### src/rtl/stopwatch_core_v2_pkg.sv
// rtl/stopwatch_core_v2_pkg.sv - shared state codes and time-field layout for the stopwatch core
package stopwatch_core_v2_pkg;

  typedef enum logic [2:0] {
    ST_IDLE      = 3'd0,
    ST_RUN       = 3'd1,
    ST_STOP      = 3'd2,
    ST_LAP_STORE = 3'd3,
    ST_CLEAR     = 3'd4
  } state_t;

  // Packed time word: {hour, min, sec, sub}, one byte per field
  localparam int HOUR_LSB = 24;
  localparam int MIN_LSB  = 16;
  localparam int SEC_LSB  = 8;
  localparam int SUB_LSB  = 0;

  typedef struct packed {
    logic [7:0] hour;
    logic [7:0] min;
    logic [7:0] sec;
    logic [7:0] sub;
  } time_t;

  function automatic logic [7:0] field_of(input logic [31:0] w, input int lsb);
    return w[lsb +: 8];
  endfunction

endpackage

### src/rtl/stopwatch_core_v2_bcd_free_field_cnt.sv
// rtl/stopwatch_core_v2_bcd_free_field_cnt.sv - one modulo-MAX up/down time field with carry/borrow chaining
module bcd_free_field_cnt #(
  parameter int MAX = 100
) (
  input  logic       iCLK,
  input  logic       iRESETn,
  input  logic       i_clr,
  input  logic       i_load,
  input  logic [7:0] i_load_val,
  input  logic       i_en,
  input  logic       i_hold,
  input  logic       i_down,
  output logic [7:0] o_val,
  output logic       o_carry
);

  localparam logic [7:0] TOP   = 8'(MAX - 1);
  localparam logic [7:0] LIMIT = 8'(MAX);

  logic [7:0] r_val;

  // Carry/borrow out depends only on the enable and the held value, so a
  // hold request from the top cannot loop back into the chain.
  assign o_carry = i_en && (i_down ? (r_val == 8'd0) : (r_val == TOP));
  assign o_val   = r_val;

  // Field register: clear, clamped preset, or one modulo step when enabled
  always_ff @(posedge iCLK or negedge iRESETn) begin
    if (!iRESETn) begin
      r_val <= 8'd0;
    end else if (i_clr) begin
      r_val <= 8'd0;
    end else if (i_load) begin
      r_val <= (i_load_val >= LIMIT) ? 8'd0 : i_load_val;
    end else if (i_en && !i_hold) begin
      if (i_down) r_val <= (r_val == 8'd0) ? TOP : r_val - 8'd1;
      else        r_val <= (r_val == TOP) ? 8'd0 : r_val + 8'd1;
    end
  end

endmodule

### src/rtl/stopwatch_core_v2.sv
// rtl/stopwatch_core_v2.sv - up/down stopwatch with lap buffer, preset load and countdown expiry
module stopwatch_core_v2
  import stopwatch_core_v2_pkg::*;
#(
  parameter int LAP_DEPTH   = 10,
  parameter int LAP_IDX_W   = 4,
  parameter int LAP_WRAP    = 1,
  parameter int MAX_SUB_SEC = 100,
  parameter int MAX_SEC     = 60,
  parameter int MAX_MIN     = 60,
  parameter int MAX_HOUR    = 100
) (
  input  logic                 iCLK,
  input  logic                 iRESETn,
  input  logic                 iTICK,
  input  logic                 iSTART,
  input  logic                 iSTOP,
  input  logic                 iCLEAR,
  input  logic                 iSTORE,
  input  logic                 iLOAD,
  input  logic [31:0]          iLOAD_TIME,
  input  logic                 iMODE_DOWN,
  input  logic [LAP_IDX_W-1:0] iLAP_IDX,
  output logic [31:0]          oLAP_DATA,
  output logic [LAP_IDX_W-1:0] oLAP_CNT,
  output logic                 oLAP_FULL,
  output logic [31:0]          oCURR_TIME,
  output logic                 oEXPIRED,
  output logic                 oCLKGEN_RUN,
  output logic                 oCLKGEN_RST,
  output logic [2:0]           oSTATE
);

  localparam logic [LAP_IDX_W-1:0] LAP_FULL_CNT = LAP_IDX_W'(LAP_DEPTH);
  localparam logic [LAP_IDX_W-1:0] LAP_LAST     = LAP_IDX_W'(LAP_DEPTH - 1);
  localparam logic [LAP_IDX_W-1:0] LAP_ONE      = LAP_IDX_W'(1);

  state_t               r_state, w_next;
  logic                 r_ret_run, r_mode_down, r_expired, r_clkgen_run, r_clkgen_rst;
  logic [LAP_IDX_W-1:0] r_wr_ptr, r_lap_cnt;
  logic [31:0]          r_lap_mem [LAP_DEPTH];
  logic [31:0]          r_lap_data;
  time_t                w_time;
  logic [7:0]           w_hour, w_min, w_sec, w_sub;
  logic                 w_sub_c, w_sec_c, w_min_c, w_hour_c;
  logic                 w_counting, w_tick_en, w_expire, w_load, w_latch_mode, w_clear, w_store;

  assign w_counting = (r_state == ST_RUN) || ((r_state == ST_LAP_STORE) && r_ret_run);
  assign w_tick_en  = iTICK && w_counting;
  // A borrow rippling out of the hour field means every field was zero.
  assign w_expire   = w_hour_c && r_mode_down;
  assign w_clear    = (r_state == ST_CLEAR);
  assign w_store    = (r_state == ST_LAP_STORE) && ((LAP_WRAP != 0) || (r_lap_cnt != LAP_FULL_CNT));
  assign w_time     = {w_hour, w_min, w_sec, w_sub};

  bcd_free_field_cnt #(.MAX(MAX_SUB_SEC)) u_sub (
    .iCLK(iCLK), .iRESETn(iRESETn), .i_clr(w_clear), .i_load(w_load),
    .i_load_val(field_of(iLOAD_TIME, SUB_LSB)), .i_en(w_tick_en), .i_hold(w_expire),
    .i_down(r_mode_down), .o_val(w_sub), .o_carry(w_sub_c));
  bcd_free_field_cnt #(.MAX(MAX_SEC)) u_sec (
    .iCLK(iCLK), .iRESETn(iRESETn), .i_clr(w_clear), .i_load(w_load),
    .i_load_val(field_of(iLOAD_TIME, SEC_LSB)), .i_en(w_sub_c), .i_hold(w_expire),
    .i_down(r_mode_down), .o_val(w_sec), .o_carry(w_sec_c));
  bcd_free_field_cnt #(.MAX(MAX_MIN)) u_min (
    .iCLK(iCLK), .iRESETn(iRESETn), .i_clr(w_clear), .i_load(w_load),
    .i_load_val(field_of(iLOAD_TIME, MIN_LSB)), .i_en(w_sec_c), .i_hold(w_expire),
    .i_down(r_mode_down), .o_val(w_min), .o_carry(w_min_c));
  bcd_free_field_cnt #(.MAX(MAX_HOUR)) u_hour (
    .iCLK(iCLK), .iRESETn(iRESETn), .i_clr(w_clear), .i_load(w_load),
    .i_load_val(field_of(iLOAD_TIME, HOUR_LSB)), .i_en(w_min_c), .i_hold(w_expire),
    .i_down(r_mode_down), .o_val(w_hour), .o_carry(w_hour_c));

  // State register
  always_ff @(posedge iCLK or negedge iRESETn) begin
    if (!iRESETn) r_state <= ST_IDLE;
    else          r_state <= w_next;
  end

  // Next state, preset load and mode latch strobes; expiry overrides everything
  always_comb begin
    w_next       = r_state;
    w_load       = 1'b0;
    w_latch_mode = 1'b0;
    case (r_state)
      ST_IDLE: begin
        if (iSTART) begin w_next = ST_RUN; w_latch_mode = 1'b1; end
        else if (iLOAD) w_load = 1'b1;
      end
      ST_RUN: begin
        if (iSTOP)       w_next = ST_STOP;
        else if (iSTORE) w_next = ST_LAP_STORE;
      end
      ST_STOP: begin
        if (iCLEAR)      w_next = ST_CLEAR;
        else if (iSTART) begin w_next = ST_RUN; w_latch_mode = 1'b1; end
        else if (iSTORE) w_next = ST_LAP_STORE;
        else if (iLOAD)  w_load = 1'b1;
      end
      ST_LAP_STORE: w_next = r_ret_run ? ST_RUN : ST_STOP;
      ST_CLEAR:     w_next = ST_IDLE;
      default:      w_next = ST_IDLE;
    endcase
    if (w_expire) w_next = ST_STOP;
  end

  // Return flag, latched mode, expiry pulse and clock-generator controls
  always_ff @(posedge iCLK or negedge iRESETn) begin
    if (!iRESETn) begin
      r_ret_run    <= 1'b0;
      r_mode_down  <= 1'b0;
      r_expired    <= 1'b0;
      r_clkgen_run <= 1'b0;
      r_clkgen_rst <= 1'b0;
    end else begin
      if (r_state != ST_LAP_STORE) r_ret_run <= (r_state == ST_RUN);
      if (w_latch_mode)            r_mode_down <= iMODE_DOWN;
      r_expired    <= w_expire;
      r_clkgen_run <= w_counting;
      r_clkgen_rst <= w_clear;
    end
  end

  // Lap buffer: capture the pre-tick time, advance the pointer, saturate the count
  always_ff @(posedge iCLK or negedge iRESETn) begin
    if (!iRESETn) begin
      for (int i = 0; i < LAP_DEPTH; i++) r_lap_mem[i] <= '0;
      r_wr_ptr  <= '0;
      r_lap_cnt <= '0;
    end else if (w_clear) begin
      for (int i = 0; i < LAP_DEPTH; i++) r_lap_mem[i] <= '0;
      r_wr_ptr  <= '0;
      r_lap_cnt <= '0;
    end else if (w_store) begin
      r_lap_mem[r_wr_ptr] <= w_time;
      r_wr_ptr <= (r_wr_ptr == LAP_LAST) ? '0 : r_wr_ptr + LAP_ONE;
      if (r_lap_cnt != LAP_FULL_CNT) r_lap_cnt <= r_lap_cnt + LAP_ONE;
    end
  end

  // Registered lap read port; out-of-range indices read as zero
  always_ff @(posedge iCLK or negedge iRESETn) begin
    if (!iRESETn)                      r_lap_data <= '0;
    else if (iLAP_IDX < LAP_FULL_CNT)  r_lap_data <= r_lap_mem[iLAP_IDX];
    else                               r_lap_data <= '0;
  end

  assign oLAP_DATA   = r_lap_data;
  assign oLAP_CNT    = r_lap_cnt;
  assign oLAP_FULL   = (r_lap_cnt == LAP_FULL_CNT);
  assign oCURR_TIME  = w_time;
  assign oEXPIRED    = r_expired;
  assign oCLKGEN_RUN = r_clkgen_run;
  assign oCLKGEN_RST = r_clkgen_rst;
  assign oSTATE      = r_state;

endmodule

### config.mk
export PLATFORM = sky130hd
export DESIGN_NAME = stopwatch_core_v2
export DESIGN_NICKNAME = d
export VERILOG_FILES = /design/src/rtl/stopwatch_core_v2_pkg.sv /design/src/rtl/stopwatch_core_v2_bcd_free_field_cnt.sv /design/src/rtl/stopwatch_core_v2.sv
export SDC_FILE = /design/constraint.sdc
export NUM_CORES = 1
export LEC_CHECK = 0
export BUFFER_PORTS_ARGS = -buffer_cell sky130_fd_sc_hd__buf_2
export CAP_MARGIN = 20
export CORE_ASPECT_RATIO = 1.4
export CORE_MARGIN = 2
export CORE_UTILIZATION = 52
export DETAILED_ROUTE_END_ITERATION = 7
export PLACE_DENSITY = 0.78
export SLEW_MARGIN = 20
export SYNTH_ARGS = -nofsm -noshare
export SYNTH_HDL_FRONTEND = slang
export SYNTH_SLANG_ARGS = --single-unit
### constraint.sdc
create_clock -name iCLK -period 2.6 [get_ports iCLK]
set_input_delay 0.13 -clock iCLK [delete_from_list [all_inputs] [get_ports iCLK]]
set_output_delay 0.13 -clock iCLK [all_outputs]
set_load 0.05 [all_outputs]
==> key figures, run 1 <==
Setup path
  – Reg-to-Reg Start: u_sec.o_val[0]
  – CP peak stage delay: roughly 0.47 ns
  – CP delay by family, top: simple AND/OR/NAND/NOR gates
  – Crit path arrival time: about 2.9 ns
  – Crit path from: u_sec.o_val[0]
  – Most common cell on crit path: buf_4
  – CP Class: register to register
  – CP startpoint kind: register
  – CP endpoint: u_hour.o_val[6]
  – Cell count along the critical path: 10
  – Worst Path Buf+Inv: 3
  – Reg2reg path depth: 10
  – Critical-path maximum fanout: 8
  – RR Endpoint: u_hour.o_val[6]
  – Crit. End Element: register
  – WP data required: between 3 and 4 ns
  – Worst reg-to-reg setup slack: 0.14 ns
  – Slowest-stage cell, CP: dfrtp_1
  – CP Cell Sequence: inv_1, ha_1, nor2b_1, buf_4, and3_1, o21ai_1, nor4_4, buf_4, nor2_2, mux2_1

Final layout
  – Nets: 2371
  – Fill cell count: 3100
  – Number of diodes: 0
  – Commonest cells after routing, fill and taps aside: nand2_1 (724), dfrtp_1 (397), a21oi_1 (385)
  – Layout cell share with drive strength beyond 1: 0.180
  – Area Growth Syn to Fin: 15.3%
  – Most common cell after layout, fill and taps aside: nand2_1

Synthesis
  – Syn. warnings: 0
  – Seq/Total Area, Yosys: 0.497
  – Post-synth EDFFs: 0
  – Primary FF master, synth: dfrtp_1
  – Syn nets: 2283
  – Post-Syn Instances: between 2000 and 2500
  – Number of synthesized register bits: 400
  – Synth async-reset ratio: 1.00
  – Post-Syn Area: between 20000 and 25000 um^2
  – Post-synthesis area per instance: 9.05 um^2
  – Synth cell types: 76

Floorplanning
  – Die area: approximately 40000 um^2
  – Core Box Area: 38300 um^2
  – Row count: 85
  – Chip width: ~170 um
  – Chip height: 237 um
  – Num ports: 120
  – Initial Utilization: 0.526

Timing
  – Final setup violation count: 0
  – Fin Setup TNS: 0 ns
  – Slew margin rel.: 0.233
  – Final Hold Fails: 0
  – Slew @ Worst Pin: about 1.1 ns
  – Clk_skew: 0.0134 ns
  – Max Slew Vio Count: 0
  – Max Fclk: 0.407 GHz
  – Unrepaired setup endpoints after global routing: no
  – Final period util: 0.946
  – Final setup margin: 0.141 ns
  – Period minus WS final: roughly 2.5 ns

Clock network
  – CTS Buf Count: 39
  – Bufs on Longest Clock Path: 3
  – Worst-path clk slew: 0.06 ns
  – Latest clock arrival within the worst-skew pair: 0.55 ns
  – Number of H-tree levels: 2
  – Clock Tree Root: clkbuf_16
  – Clock sink count: 400
  – CTS tree: built

Global route
  – First-pass GRT wire length: ~100000 um
  – Vias in the first global route: 18500
  – Largest net degree at the start of global routing: 227
  – Congestion Overflow GR: 0
  – Initial antenna violation count: 0
  – Total track usage: 0.312

Routing
  – DR vias: roughly 18000
  – Drt total wl: 62100 um
  – Post-route DRC: 0
  – ANT nets after route: 0
  – Drt first-iter violations: 1590
  – Pre-antenna DRT Iters: 6
  – DR WL/cell: 22.0 um
  – Via density: between 6 and 7

Placed design
  – Gpl congestion: slightly above 0.9
  – Port bufs: 119
  – Setup WS pre-CTS: -0.00583 ns
  – DP Wirelength: about 36000 um

Pwr
  – Combinational power share: 0.384
  – Flop pwr share: 0.377
  – Sw Share: 0.394
  – Worst VDD drop: between 0.0009 and 0.001 V
  – Leakage power: 10.2 nW
  – Power Dens Cells: 1050 nW/um^2
  – Sw Pwr: 0.00960 W
  – Power share of the clock group: 0.239
  – Internal power of the cells: 0.0148 W

Status
  – Run status: completed

Run
  – Max-capacitance violation count: 0

Hold path
  – HP Class: input pin to register
worst reg2reg max path, cell delays in order, from the launching register on:
cell and delay, ns:
dfrtp_1 0.47, inv_1 0.12, ha_1 0.22, nor2b_1 0.13, buf_4 0.15, and3_1 0.20
o21ai_1 0.29, nor4_4 0.07, buf_4 0.18, nor2_2 0.16, mux2_1 0.33
cells in the mapped netlist (6+ instances only):
| master | instances | area share |
|---|---|---|
| nand2_1 | 725 | 0.14 |
| dfrtp_1 | 400 | 0.50 |
| a21oi_1 | 385 | 0.096 |
| clkbuf_1 | 172 | 0.032 |
| mux4_2 | 64 | 0.072 |
| nor2_1 | 42 | 0.0078 |
| o21ai_0 | 40 | 0.0099 |
| a221oi_1 | 34 | 0.015 |
| mux2_2 | 33 | 0.018 |
| nor3_1 | 28 | 0.0070 |
| nand3_1 | 24 | 0.0060 |
| buf_2 | 21 | 0.0052 |
| inv_1 | 21 | 0.0039 |
| ha_1 | 14 | 0.0087 |
| a31oi_1 | 11 | 0.0034 |
| buf_1 | 11 | 0.0021 |
| xor2_1 | 11 | 0.0048 |
| nand2b_1 | 9 | 0.0028 |
| and2_1 | 8 | 0.0025 |
| nor2b_1 | 8 | 0.0025 |
| o31ai_1 | 8 | 0.0030 |
| mux2i_1 | 7 | 0.0035 |
| nor4_1 | 7 | 0.0022 |
| xnor2_1 | 7 | 0.0030 |
| and3_1 | 6 | 0.0019 |
| or3_1 | 6 | 0.0019 |
repair_timing:
item,in CTS,in global routing
setup endpoints to repair,1,14
hold buffers,25,0
setup buffers,0,1
endpoints found under the hold margin,77,0
pin swaps,0,2
resized for setup,2,5
registers in the layout, indices dropped and copies added (netlist names):
register      count
u_sub.o_val       8
u_hour.o_val      8
u_min.o_val       8
oEXPIRED          1
r_wr_ptr          4
r_ret_run         1
oLAP_CNT          4
oCLKGEN_RUN       1
oCLKGEN_RST       1
r_lap_mem       320
r_mode_down       1
u_sec.o_val       8
oSTATE            3
oLAP_DATA        32
kinds of logic (layout without fill, tap and decap cells):
family,Yosys count,count (layout),share of synthesized area
muxes,107,107,0.0952
AOI/OAI and AO/OA,551,551,0.156
DFF,400,400,0.497
and+or+nand+nor,905,905,0.189
adders and majority gates,14,14,0.00870
buffers and inverters,229,344,0.0453
xor gates and xnor gates,18,18,0.00783
metal layers:
metal  wire length [um]  vias up  part of all wire  global-route usage
met1              22000     8789              0.35               0.376
li1                   -     7809                 -                   -
met4               3550        0             0.057               0.187
met5                  0        -                 0                   0
met2              31000     1021              0.50               0.526
met3               5550      257             0.089              0.0490
power groups by stage:
stage                     Clock (W)  Combinational [W]  Sequential [W]
after global routing        0.00612             0.0101         0.00936
after detailed placement          0            0.00908         0.00922
after floorplan                   0            0.00549         0.00995
after CTS                   0.00588            0.00921         0.00913
final                       0.00582            0.00935         0.00920
after global placement            0            0.00888         0.00907
worst min-delay path by stage:
stage | slack, ns | to | cells past startpoint | startpoint
after floorplan | -0.17 | oCLKGEN_RST | 0 | iRESETn
after global placement | 0.13 | oLAP_CNT[2] | 1 | iRESETn
after detailed placement | 0.13 | oLAP_CNT[0] | 1 | iRESETn
after CTS | 0.02 | oLAP_DATA[25] | 2 | iLAP_IDX[2]
after global routing | 0.05 | oLAP_DATA[25] | 2 | iLAP_IDX[2]
final | 0.04 | oLAP_DATA[25] | 2 | iLAP_IDX[2]
stage by stage:
| step | area [um^2] | total power, W | cells | utilization | hold slack, ns |
|---|---|---|---|---|---|
| 4_1_cts | 23200 | 0.0242 | 2816 | 0.606 | 0.0165 |
| 5_1_grt | 23200 | 0.0256 | 2817 | 0.606 | 0.0471 |
| 3_5_place_dp | 21600 | 0.0183 | 2723 | 0.565 | 0.131 |
| 3_3_place_gp | 21600 | 0.0180 | 2723 | 0.565 | 0.129 |
| 6_report | 23200 | 0.0244 | 2817 | 0.606 | 0.0388 |
| 2_1_floorplan | 20100 | 0.0154 | 2224 | - | -0.166 |
area by class of cell:
| cell class | count | area, um^2 | area share |
|---|---|---|---|
| tap | 478 | 598 | 0.0258 |
| timing repair buffer | 255 | 1910 | 0.0822 |
| multi-input combinational | 1595 | 9310 | 0.401 |
| clock inverter | 13 | 153 | 0.00657 |
| clock buffer | 55 | 1150 | 0.0494 |
| sequential | 400 | 10000 | 0.431 |
| inverter | 21 | 86.3 | 0.00372 |
No activity file was read; power rests on OpenSTA's default activity.
==> run 2: changes to the inputs <==
--- a/config.mk
+++ b/config.mk
@@ -5,13 +5,14 @@
 export SDC_FILE = /design/constraint.sdc
 export NUM_CORES = 1
 export LEC_CHECK = 0
+export ABC_AREA = 1
 export BUFFER_PORTS_ARGS = -buffer_cell sky130_fd_sc_hd__buf_2
 export CAP_MARGIN = 20
 export CORE_ASPECT_RATIO = 1.4
 export CORE_MARGIN = 2
 export CORE_UTILIZATION = 52
 export DETAILED_ROUTE_END_ITERATION = 7
-export PLACE_DENSITY = 0.78
+export PLACE_DENSITY = 0.69
 export SLEW_MARGIN = 20
 export SYNTH_ARGS = -nofsm -noshare
 export SYNTH_HDL_FRONTEND = slang
==> run 2 against run 1 <==
Against the previous run: the flow now finishes with violations (design-rule violations); highest routed layer is now met5; clock skew down 0.0033 ns; non-clock buffer count down 56; final cell count up 2.7%; combinational power down 9.8%.
==> key figures, run 2 <==
Synthesis
  – Primary FF master, synth: dfrtp_1
  – Most common cell in the netlist: dfrtp_1
  – Post-synth top area share: 0.516
  – Commonest cells in the netlist: dfrtp_1 (400), o21ai_0 (352), nand3_1 (322)
  – Synth async-reset ratio: 1.00
  – Top cells by area, synth: dfrtp_1 (52%), o21ai_0 (9.1%), nand3_1 (8.3%)
  – Post-Syn Instances: roughly 2300
  – Syn. warnings: 0
  – Yosys top cell by area: dfrtp_1
  – Post-Syn Area: 19400 um^2
  – Syn nets: 2387
  – Number of synthesized register bits: 400
  – Post-synth EDFFs: 0
  – Synth cell types: 45
  – Seq/Total Area, Yosys: 0.516
  – Post-synthesis area per instance: between 8 and 9 um^2

Final layout
  – Largest reg by FF count: r_lap_mem
  – Area Growth Syn to Fin: 13.4%
  – Number of flip-flops in the largest register: 320
  – Commonest cells after routing, fill and taps aside: dfrtp_1 (400), o21ai_0 (352), nand3_1 (321)
  – Layout cell share with drive strength beyond 1: 0.118
  – Number of diodes: 0
  – Nets: 2460
  – Finished Layout Cells: a little under 3000
  – Most common cell after layout, fill and taps aside: dfrtp_1

Routing
  – DR vias: about 17000
  – Pre-antenna DRT Iters: 7
  – DR WL/cell: 19.7 um
  – Post-route DRC: 4
  – Via density: 6.03
  – ANT nets after route: 0
  – Drt total wl: 57000 um
  – Drt first-iter violations: 1734

Pwr
  – Power share of the clock group: 0.249
  – Combinational power share: 0.360
  – Leakage power: 10.2 nW
  – Internal power of the cells: between 0.01 and 0.015 W
  – Flop pwr share: 0.392
  – Design Power: 0.0235 W
  – Worst VDD drop: roughly 0.00079 V
  – Power Dens Cells: 1070 nW/um^2
  – Sw Share: 0.404
  – Sw Pwr: 0.00947 W

Floorplanning
  – Chip width: between 150 and 200 um
  – Chip height: 232 um
  – Initial Utilization: 0.527
  – Core Box Area: 36800 um^2
  – Die area: 38900 um^2
  – Num ports: 120
  – Row count: 83

Clock network
  – Clock Tree Root: clkbuf_16
  – Clock sink count: 400
  – Bufs on Longest Clock Path: 3
  – Latest clock arrival within the worst-skew pair: 0.54 ns
  – Worst-path clk slew: 0.06 ns
  – CTS tree: built
  – Post-CTS setup buffer count: 0
  – CTS Buf Count: 40
  – Number of H-tree levels: 2

Setup path
  – CP Class: register to register
  – Slowest-stage cell, CP: dfrtp_1
  – Crit path arrival time: 2.87 ns
  – WP data required: 3.02 ns
  – Crit. End Element: register
  – CP startpoint kind: register
  – CP Cell Sequence: ha_1, nand2_2, nor2_1, nand3_1, nand2_2, clkinv_1, nor2_4, nand3_4, nand2_4, nand2_4, nand2_1, nand2_1
  – CP peak stage delay: between 0.5 and 0.6 ns
  – Critical-path maximum fanout: 10

Global route
  – Initial antenna violation count: 1
  – Vias in the first global route: 16800
  – Largest net degree at the start of global routing: 125
  – Total track usage: 0.294
  – Congestion Overflow GR: 0
  – First-pass GRT wire length: 91300 um

Placed design
  – DP Wirelength: 34700 um
  – Gpl congestion: 0.882
  – Port bufs: 119
  – Placed insts: 2804

Timing
  – Max Fclk: 0.408 GHz
  – Period minus WS final: 2.45 ns
  – Fin Setup TNS: 0 ns
  – Max Slew Vio Count: 0
  – Final setup violation count: 0
  – Final period util: 0.942
  – Final Hold Fails: 0
  – Unrepaired setup endpoints after global routing: no
  – Clk_skew: 0.0102 ns
  – Slew margin rel.: 0.349
  – Slew @ Worst Pin: 0.975 ns

Hold path
  – HP Class: input pin to register

Status
  – Failing checks: design-rule violations
  – Run status: complete, but fails checks

Run
  – Max-capacitance violation count: 0
-- run 2: cell families (layout without fill, tap and decap cells) --
group / count (synthesis) / in the layout / share of synthesized area
AND/OR/NAND/NOR: 756 / 757 / 0.178
AO/OA/AOI/OAI: 719 / 719 / 0.201
buffers and inverters: 414 / 511 / 0.0840
flip-flops: 400 / 400 / 0.516
XOR/XNOR: 24 / 24 / 0.0108
adder cells (fa/ha/maj): 14 / 14 / 0.00904
multiplexers: 1 / 1 / 0.000516
-- run 2: area by class of cell --
type	count	area, um^2
Clock buffer	59	1180
Clock inverter	8	126
Fill cell	3318	14800
Inverter	245	921
Multi-Input combinational cell	1515	7780
Sequential cell	400	10000
Tap cell	467	584
Timing Repair Buffer	199	1390
-- run 2: metal layers --
metal	track usage	wire, um
met1	0.395	23300
met4	0.0997	1690
met2	0.492	27600
met3	0.0439	4350
met5	0	17
-- run 2: power by group through the flow --
stage                     clock, W  combinational, W  sequential (W)
after global routing       0.00616           0.00935         0.00939
after CTS                  0.00589           0.00838         0.00916
after floorplan                  0           0.00529         0.00984
after detailed placement         0           0.00829         0.00927
after global placement           0           0.00818         0.00922
final                      0.00584           0.00843         0.00918
-- run 2: path summary, 6_finish.rpt --
path / from / end / slack, ns / cells past startpoint
min in group asynchronous: iRESETn / oLAP_DATA[8] / 0.07 / 2
hold reg to reg: r_lap_mem[16] / r_lap_mem[16] / 0.49 / 2
setup / recovery: u_min.o_val[0] / u_min.o_val[5] / 0.15 / 12
hold / removal: iLOAD_TIME[31] / u_hour.o_val[5] / 0.03 / 6
setup reg to reg: u_min.o_val[0] / u_min.o_val[5] / 0.15 / 12
max in group asynchronous: iRESETn / u_min.o_val[3] / 1.55 / 3
-- run 2: critical path, delay by kind of cell (launching register included) --
kind                     cells  cell delay [ns]
AND/OR/NAND/NOR             10             1.34
flip-flops                   1             0.56
adder cells (fa/ha/maj)      1             0.31
buffers and inverters        1             0.13
-- run 2: what timing repair did --
item / 4_1_cts / 5_1_grt
endpoints found under the hold margin: 301 / 0
hold buffers: 21 / 0
endpoints found under the setup margin: 0 / 20
resized for setup: 0 / 2
-- run 2: stage by stage --
step / util / hold WS, ns / cell area, um^2 / worst slack, ns
floorplan: - / -0.166 / 19400 / 0.430
global placement: 0.556 / 0.0335 / 20500 / 0.122
detailed placement: 0.556 / 0.0365 / 20500 / 0.0665
CTS: 0.598 / 0.0157 / 22000 / 0.0560
global route: 0.598 / 0.0696 / 22000 / 0.0121
finish: 0.598 / 0.0272 / 22000 / 0.151
